**src/rtl/shift_sat_monitor.sv**
```systemverilog
// shift_sat_monitor: clamps the shifted sample to full scale when the shift
// stage flags overflow. It also counts clamped samples per fixed window of
// valid samples and keeps a sticky overflow flag for debug readout.
module shift_sat_monitor #(
    parameter int    DATA_WIDTH  = 16,
    parameter string DATA_TYPE   = "signed",
    parameter int    WINDOW_LEN  = 1024,
    parameter int    COUNT_WIDTH = 16
) (
    input  logic                   clk,
    input  logic                   rst_n,
    input  logic [DATA_WIDTH-1:0]  din,
    input  logic                   din_valid,
    input  logic [1:0]             warning,
    input  logic                   clear,
    output logic [DATA_WIDTH-1:0]  dout,
    output logic                   dout_valid,
    output logic [COUNT_WIDTH-1:0] ovf_count,
    output logic                   ovf_count_valid,
    output logic                   sticky_ovf
);

    localparam bit IS_SIGNED = (DATA_TYPE == "signed");
    localparam int WIN_W     = $clog2(WINDOW_LEN);

    localparam logic [WIN_W-1:0]      WIN_LAST = WIN_W'(WINDOW_LEN - 1);
    localparam logic [DATA_WIDTH-1:0] POS_MAX  = IS_SIGNED ? {1'b0, {(DATA_WIDTH-1){1'b1}}}
                                                           : {DATA_WIDTH{1'b1}};
    localparam logic [DATA_WIDTH-1:0] NEG_MIN  = {1'b1, {(DATA_WIDTH-1){1'b0}}};
    localparam logic [COUNT_WIDTH-1:0] CNT_MAX = {COUNT_WIDTH{1'b1}};

    logic                   sat_pos, sat_neg, sat_evt;
    logic [DATA_WIDTH-1:0]  dsat;

    logic [DATA_WIDTH-1:0]  dout_q, dout_d;
    logic                   dout_valid_q;
    logic [WIN_W-1:0]       win_q, win_d;
    logic [COUNT_WIDTH-1:0] run_q, run_d;
    logic [COUNT_WIDTH-1:0] ovf_count_q, ovf_count_d;
    logic                   ovf_pulse_q, ovf_pulse_d;
    logic                   sticky_q, sticky_d;

    // Decode the warning; in signed mode a both-bits-set warning clamps positive.
    always_comb begin
        sat_pos = 1'b0;
        sat_neg = 1'b0;
        if (IS_SIGNED) begin
            sat_pos = warning[0];
            sat_neg = warning[1] & ~warning[0];
        end else begin
            sat_pos = |warning;
        end
        sat_evt = din_valid & (sat_pos | sat_neg);
        dsat    = din;
        if (sat_pos)      dsat = POS_MAX;
        else if (sat_neg) dsat = NEG_MIN;
    end

    // Next state for data path, window counter, running count and sticky flag.
    always_comb begin
        logic [WIN_W-1:0]       win_base;
        logic [COUNT_WIDTH-1:0] run_base, run_inc;
        dout_d      = din_valid ? dsat : dout_q;
        // clear restarts the window so the sample in this cycle is its first.
        win_base    = clear ? '0 : win_q;
        run_base    = clear ? '0 : run_q;
        run_inc     = (sat_evt && run_base != CNT_MAX) ? run_base + 1'b1 : run_base;
        win_d       = win_base;
        run_d       = run_base;
        ovf_count_d = ovf_count_q;
        ovf_pulse_d = 1'b0;
        if (din_valid) begin
            if (win_base == WIN_LAST) begin
                // Closing sample: its own sat event belongs to this window.
                win_d       = '0;
                run_d       = '0;
                ovf_count_d = run_inc;
                ovf_pulse_d = 1'b1;
            end else begin
                win_d = win_base + 1'b1;
                run_d = run_inc;
            end
        end
        // Set beats clear so a coincident event is never lost.
        sticky_d = sat_evt | (sticky_q & ~clear);
    end

    // State registers; everything drops to zero on reset, discarding a partial window.
    always_ff @(posedge clk or negedge rst_n) begin
        if (!rst_n) begin
            dout_q       <= '0;
            dout_valid_q <= 1'b0;
            win_q        <= '0;
            run_q        <= '0;
            ovf_count_q  <= '0;
            ovf_pulse_q  <= 1'b0;
            sticky_q     <= 1'b0;
        end else begin
            dout_q       <= dout_d;
            dout_valid_q <= din_valid;
            win_q        <= win_d;
            run_q        <= run_d;
            ovf_count_q  <= ovf_count_d;
            ovf_pulse_q  <= ovf_pulse_d;
            sticky_q     <= sticky_d;
        end
    end

    assign dout            = dout_q;
    assign dout_valid      = dout_valid_q;
    assign ovf_count       = ovf_count_q;
    assign ovf_count_valid = ovf_pulse_q;
    assign sticky_ovf      = sticky_q;

endmodule

```
**config.mk**
```make
export PLATFORM = sky130hd
export DESIGN_NAME = shift_sat_monitor
export DESIGN_NICKNAME = d
export VERILOG_FILES = /design/src/rtl/shift_sat_monitor.sv
export SDC_FILE = /design/constraint.sdc
export NUM_CORES = 1
export LEC_CHECK = 0
export BUFFER_PORTS_ARGS = -buffer_cell sky130_fd_sc_hd__buf_2
export CAP_MARGIN = 40
export CORE_MARGIN = 2
export CORE_UTILIZATION = 56
export DETAILED_ROUTE_END_ITERATION = 12
export PLACE_DENSITY = 0.89
export SYNTH_ARGS = -nofsm -noshare
export SYNTH_HDL_FRONTEND = slang
export SYNTH_SLANG_ARGS = --single-unit
```
**constraint.sdc**
```tcl
create_clock -name clk -period 2.7 [get_ports clk]
set_clock_uncertainty 0.1 [all_clocks]
set_input_delay 0.135 -clock clk [delete_from_list [all_inputs] [get_ports clk]]
set_output_delay 0.135 -clock clk [all_outputs]
set_load 0.02 [all_outputs]
```
==> flow_metrics.env, run 1 <==
export IMPL_status="complete, no violations"
export IMPL_met1_usage=0.319
export IMPL_yosys_area_top_type="dfrtp_1"
export IMPL_die_w_um=79.4
export IMPL_syn_cell_area_mm2=0.00318
export IMPL_end_kind="flop"
export IMPL_r2r_start="run_q[1]"
export IMPL_ys_seq_area_frac=0.480
export IMPL_start_kind="flop"
export IMPL_grt_overflow=0
export IMPL_hold_class="primary input to flop"
export IMPL_p_per_area_mw_per_mm2=525
export IMPL_postRouteAntennaNets=0
export IMPL_netlist_area_leader_share=0.480
export IMPL_syn_nets=355
export IMPL_wire_per_inst_um=15.3
export IMPL_syn2layout_area_growth_pct=21.9
export IMPL_drive_gt1_frac=0.248
export IMPL_max_freq_mhz=434
export IMPL_drtPass1Iterations=4
export IMPL_peakVddDrop_mv=0.345
export IMPL_vias_per_cell=5.68
export IMPL_ys_warn_count=0
export IMPL_clk_latency_ps=350
export IMPL_synth_area_top_cells="dfrtp_1 48%, a21oi_1 5.8%, xnor2_1 4.7%, nor2_1 3.5%, nand2_1 3.4%"
export IMPL_die_area_mm2=0.00630
export IMPL_critical_path_class="flop to flop"
export IMPL_synth_cell_types=54
export IMPL_clock_sinks=61
export IMPL_path_clk_slew_ps=70
export IMPL_synth_most_common_cell="dfrtp_1"
export IMPL_hold_viol=0
export IMPL_rows=27
export IMPL_rsz0062_at_grt="false"
export IMPL_min_to="dout[11]"
export IMPL_fin_crit_ps=2300
export IMPL_synth_top_family_by_area="simple AND/OR/NAND/NOR gates"
export IMPL_clk_path_buf_depth=2
export IMPL_cts_tree="yes"
export IMPL_timing_rr_end="run_q[1]"
export IMPL_rr_worst_depth=7
export IMPL_place_congestion=0.890
export IMPL_synthMuxAreaShare=0.0134
export IMPL_worstMarginPinSlew_ps=767
export IMPL_drv_slew=0
export IMPL_fin_crit_sh=0.853
export IMPL_cp_arrival_ps=2430
export IMPL_numPortBuffers=56
export IMPL_async_flop_share=1.00
export IMPL_synth_compound_area_share=0.177
export IMPL_antenna_cells=0
export IMPL_hpwl_um=4800
export IMPL_setup_viol=0
export IMPL_synthTopCellsByCount="61 x dfrtp_1, 37 x a21oi_1, 30 x nor2_1"
export IMPL_synth_edf_count=0
export IMPL_nFillCells=404
export IMPL_synth_seq_cells=61
export IMPL_finalWirelength_um=7350
export IMPL_h_tree_depth=3
export IMPL_initial_core_util=0.578
export IMPL_final_cells=479
export IMPL_p_leak_nw=1.80
export IMPL_slowest_delay_ps=350
export IMPL_root_buffer="clkbuf_8"
export IMPL_rrSetupSlack_ps=400
export IMPL_syn_avg_cell_area_um2=9.61
export IMPL_setup_tns_ps=0
export IMPL_crit_family="simple AND/OR/NAND/NOR gates"
export IMPL_antenna_found_initial=0
export IMPL_synth_xor_area_share=0.0551
export IMPL_post_cts_buffers=0
export IMPL_min_delay_start="din[11]"
export IMPL_critical_path_required_ps=2820
export IMPL_dp_cells=449
export IMPL_path_cells="nor2b_1 > ha_1 > and4b_1 > nand4_2 > o21ai_1 > mux2i_1 > o2bb2ai_1"
export IMPL_io_pins=57
export IMPL_grt_pass1_vias=2605
export IMPL_min_path_cells=3
export IMPL_ys_flop_type="dfrtp_1"
export IMPL_use_met3=0.0781
export IMPL_die_h_um=79.4
export IMPL_core_area_mm2=0.00551
export IMPL_nets=426
export IMPL_vias=2719
export IMPL_grt_pass1_wl_um=12100
export IMPL_drv_cap=0
export IMPL_synth_fa_ha_area_frac=0.00786
export IMPL_synthCells=331
export IMPL_grt_busiest_layer="met2"
export IMPL_drc=0
export IMPL_drt_iter0_markers=130
export IMPL_numCtsBuffers=9
export IMPL_grtUsageMet2=0.418
export IMPL_synthSimpleGateAreaFrac=0.234
export IMPL_cp_slowest_cell="dfrtp_1"
export IMPL_slew_headroom=0.489
export IMPL_grt_total_usage=0.256
export IMPL_grt_max_degree=62
export IMPL_path_buf_inv=0
export IMPL_critPathMaxFanout=9
[flip-flops by register name, indices dropped and copies added, names as in the netlist]
signal           count
dout                16
ovf_count           16
run_q               16
win_q               10
dout_valid           1
ovf_count_valid      1
sticky_ovf           1
[area by class of cell]
cell class | count | area, um2 | share of cell area
repair buffers | 78 | 480 | 0.124
multi-input cells | 246 | 1550 | 0.399
clock buffers | 12 | 165 | 0.0426
clock inverters | 4 | 45.0 | 0.0116
flip-flops and latches | 61 | 1530 | 0.394
well taps | 72 | 90.1 | 0.0232
inverters | 6 | 22.5 | 0.00581
[cells by family after synthesis]
group / after synthesis
AND/OR/NAND/NOR: 130
AO/OA/AOI/OAI: 90
flip-flops: 61
buffers and inverters: 24
XOR/XNOR: 20
multiplexers: 4
adder cells (fa/ha/maj): 2
[cell usage in the layout (no fill, tap or decap), drive strengths merged, types with 3 or more instances in the layout]
cell type,instances
nor3,8
dlygate4sd3,14
nor4,3
o22ai,4
nor2b,11
dfrtp,61
xnor2,17
nor2,30
inv,5
nand3,9
nand2,29
buf,64
o221ai,3
clkinv,4
a21oi,37
nand2b,15
xor2,3
nand3b,4
o2111ai,3
nand4,3
and3,5
and2,3
o21ai,24
clkbuf,12
o211ai,4
o31ai,5
[stage by stage]
step	cell area [um2]	util	power, mW	hold WS [ps]	setup slack (ps)
floorplan	3180	-	1.10	-261	395
global placement	3530	0.641	1.18	230	538
detailed placement	3530	0.641	1.19	238	423
CTS	3880	0.704	2.05	2.04	425
global route	3880	0.704	2.11	21.0	257
finish	3880	0.704	2.04	15.2	398
[where the power goes]
group	switching, mW	internal, mW	leakage, nW
clock	0.349	0.497	0.112
sequential	0.0195	0.951	0.790
combinational	0.134	0.0857	0.895
total	0.503	1.53	1.80
[worst register-to-register path, cell delays in order, from the launching register on]
cell and delay [ps]:
dfrtp_1 350, nor2b_1 240, ha_1 220, and4b_1 290, nand4_2 280, o21ai_1 340
mux2i_1 260, o2bb2ai_1 100
[worst max path at each step]
| stage | startpoint | to | slack [ps] | cells after the start |
|---|---|---|---|---|
| CTS | run_q[1] | run_q[1] | 430 | 7 |
| finish | run_q[1] | run_q[1] | 400 | 7 |
| global route | run_q[1] | ovf_count[1] | 260 | 7 |
| floorplan | clear | ovf_count[6] | 390 | 10 |
| global placement | run_q[1] | run_q[1] | 540 | 7 |
| detailed placement | run_q[1] | run_q[1] | 420 | 7 |
[what timing repair did]
action                    in CTS  in global routing
gates resized for setup        0                  0
hold endpoints to repair      74                  0
hold buffers                  14                  0
[per-layer routing]
metal / share of wire / up-vias
li1: - / 1310
met1: 0.43 / 1304
met2: 0.49 / 85
met3: 0.055 / 20
met4: 0.024 / 0
met5: 0 / -
Power figures use the tool's default switching activity.
==> run 2: changes to the inputs <==
--- a/config.mk
+++ b/config.mk
@@ -7,7 +7,7 @@
 export LEC_CHECK = 0
 export BUFFER_PORTS_ARGS = -buffer_cell sky130_fd_sc_hd__buf_2
 export CAP_MARGIN = 40
-export CORE_MARGIN = 2
+export CORE_MARGIN = 1.5
 export CORE_UTILIZATION = 56
 export DETAILED_ROUTE_END_ITERATION = 12
 export PLACE_DENSITY = 0.89
==> run 2 against run 1 <==
Compared with the run above: maximum frequency down 4.5%; count of clock-buffer cells in the layout unchanged; critical path depth unchanged; first-iteration DRC count up 46%; hold slack worse by 9.4 ps; critical path type unchanged; critical endpoint is now ovf_count[1]; highest routed layer unchanged.
==> flow_metrics.env, run 2 (synthesis results as in run 1) <==
export IMPL_die_area_mm2=0.00614
export IMPL_syn2layout_area_growth_pct=19.0
export IMPL_critical_path_class="flop to flop"
export IMPL_startpoint="run_q[1]"
export IMPL_drv_cap=0
export IMPL_numPortBuffers=56
export IMPL_grt_overflow=0
export IMPL_core_area_mm2=0.00551
export IMPL_clk_path_buf_depth=2
export IMPL_rows=27
export IMPL_use_met3=0.0628
export IMPL_post_route_cell_area_mm2=0.00378
export IMPL_die_h_um=78.4
export IMPL_rr_worst_depth=7
export IMPL_grtUsageMet2=0.433
export IMPL_cp_arrival_ps=2530
export IMPL_antenna_found_initial=0
export IMPL_drt_iter0_markers=190
export IMPL_numCtsBuffers=9
export IMPL_initial_core_util=0.578
export IMPL_start_kind="flop"
export IMPL_timing_rr_end="ovf_count[1]"
export IMPL_postRouteAntennaNets=0
export IMPL_placed_cell_area_mm2=0.00353
export IMPL_post_cts_buffers=0
export IMPL_endpoint="ovf_count[1]"
export IMPL_fin_crit_ps=2410
export IMPL_hold_class="primary input to flop"
export IMPL_drive_gt1_frac=0.249
export IMPL_layout_commonest_cell="dfrtp_1"
export IMPL_worstMarginPinSlew_ps=529
export IMPL_rsz0062_at_grt="false"
export IMPL_path_buf_inv=0
export IMPL_fin_crit_sh=0.893
export IMPL_drtPass1Iterations=4
export IMPL_grt_total_usage=0.271
export IMPL_critical_path_required_ps=2820
export IMPL_cp_slowest_cell="dfrtp_1"
export IMPL_grt_pass1_vias=2724
export IMPL_clk_latency_ps=340
export IMPL_place_congestion=0.930
export IMPL_peakVddDrop_mv=0.401
export IMPL_grt_busiest_layer="met2"
export IMPL_setup_tns_ps=0
export IMPL_antenna_cells=0
export IMPL_die_w_um=78.4
export IMPL_layout_common_cells="61 x dfrtp_1, 56 x buf_2, 37 x a21oi_1"
export IMPL_critPathMaxFanout=9
export IMPL_path_clk_slew_ps=60
export IMPL_end_kind="flop"
export IMPL_slowest_delay_ps=360
export IMPL_rrSetupSlack_ps=290
export IMPL_crit_family="simple AND/OR/NAND/NOR gates"
export IMPL_setup_viol=0
export IMPL_slew_headroom=0.644
export IMPL_p_per_area_mw_per_mm2=506
export IMPL_wire_per_inst_um=15.8
export IMPL_drv_slew=0
export IMPL_nFillCells=422
export IMPL_h_tree_depth=3
export IMPL_io_pins=57
export IMPL_p_leak_nw=1.75
export IMPL_root_buffer="clkbuf_8"
export IMPL_met1_usage=0.345
export IMPL_hold_viol=0
export IMPL_status="complete, no violations"
export IMPL_grt_max_degree=49
export IMPL_grt_pass1_wl_um=12800
export IMPL_finalWirelength_um=7450
export IMPL_cp_num_cells=7
export IMPL_hpwl_um=5020
export IMPL_vias=2716
export IMPL_clock_sinks=61
export IMPL_path_cells="nor2b_1 > ha_1 > and4b_1 > nand4_2 > o21ai_1 > mux2i_1 > a21oi_1"
export IMPL_nets=420
export IMPL_max_freq_mhz=415
export IMPL_drc=0
export IMPL_vias_per_cell=5.74
export IMPL_r2r_start="run_q[1]"
export IMPL_cts_tree="yes"
-- run 2: cell types whose count changed in the layout (fill, tap and decap cells not counted) --
cell / before / now
clkbuf_1: 0 / 1
clkbuf_8: 12 / 11
bufinv_16: 1 / 0
clkinvlp_4: 0 / 1
dlygate4sd3_1: 14 / 8
-- run 2: routing by layer --
metal | share of wire | routed length, um
met1 | 0.43 | 3170
met4 | 0.024 | 179
met2 | 0.49 | 3690
met5 | 0 | 0
met3 | 0.055 | 411
-- run 2: cell type report --
class,instances,area [um2],area share
Clock buffer,12,155,0.0410
Timing Repair Buffer,72,420,0.111
Clock inverter,4,22.5,0.00595
Tap cell,72,90.1,0.0238
Inverter,6,22.5,0.00595
Multi-Input combinational cell,246,1550,0.409
Sequential cell,61,1530,0.403
-- run 2: where the power goes --
part	internal [mW]	switching, mW	total, mW
Clock	0.378	0.351	0.730
Sequential	0.951	0.0209	0.972
Combinational	0.0791	0.136	0.215
Total	1.41	0.508	1.92
-- run 2: through the flow --
stage | worst slack, ps | hold WS [ps] | instances | utilization | power, mW
5_1_grt | 37.1 | 13.4 | 473 | 0.687 | 1.99
2_1_floorplan | 395 | -261 | 331 | - | 1.10
4_1_cts | 300 | 1.59 | 473 | 0.687 | 1.92
3_5_place_dp | 300 | 72.0 | 449 | 0.641 | 1.19
6_report | 288 | 5.78 | 473 | 0.687 | 1.92
3_3_place_gp | 488 | 60.2 | 449 | 0.641 | 1.18
-- run 2: worst min path at each step --
stage,cells after the start,from,endpoint,slack (ps)
2_1_floorplan,0,rst_n,dout[0],-260
3_3_place_gp,2,rst_n,ovf_count[9],60
3_5_place_dp,2,rst_n,ovf_count[9],70
4_1_cts,3,din[9],dout[9],2
5_1_grt,3,din[6],dout[6],10
6_report,3,din[15],dout[15],6
-- run 2: what timing repair did --
| action | CTS | global route |
|---|---|---|
| endpoints found under the setup margin | 0 | 0 |
| hold buffers | 8 | 0 |
| gates resized for setup | 0 | 0 |
| endpoints found under the hold margin | 68 | 0 |
-- run 2: worst register-to-register path, cell delays in order, from the launching register on --
cell     delay [ps]
dfrtp_1         360
nor2b_1         250
ha_1            230
and4b_1         310
nand4_2         300
o21ai_1         360
mux2i_1         280
a21oi_1         110
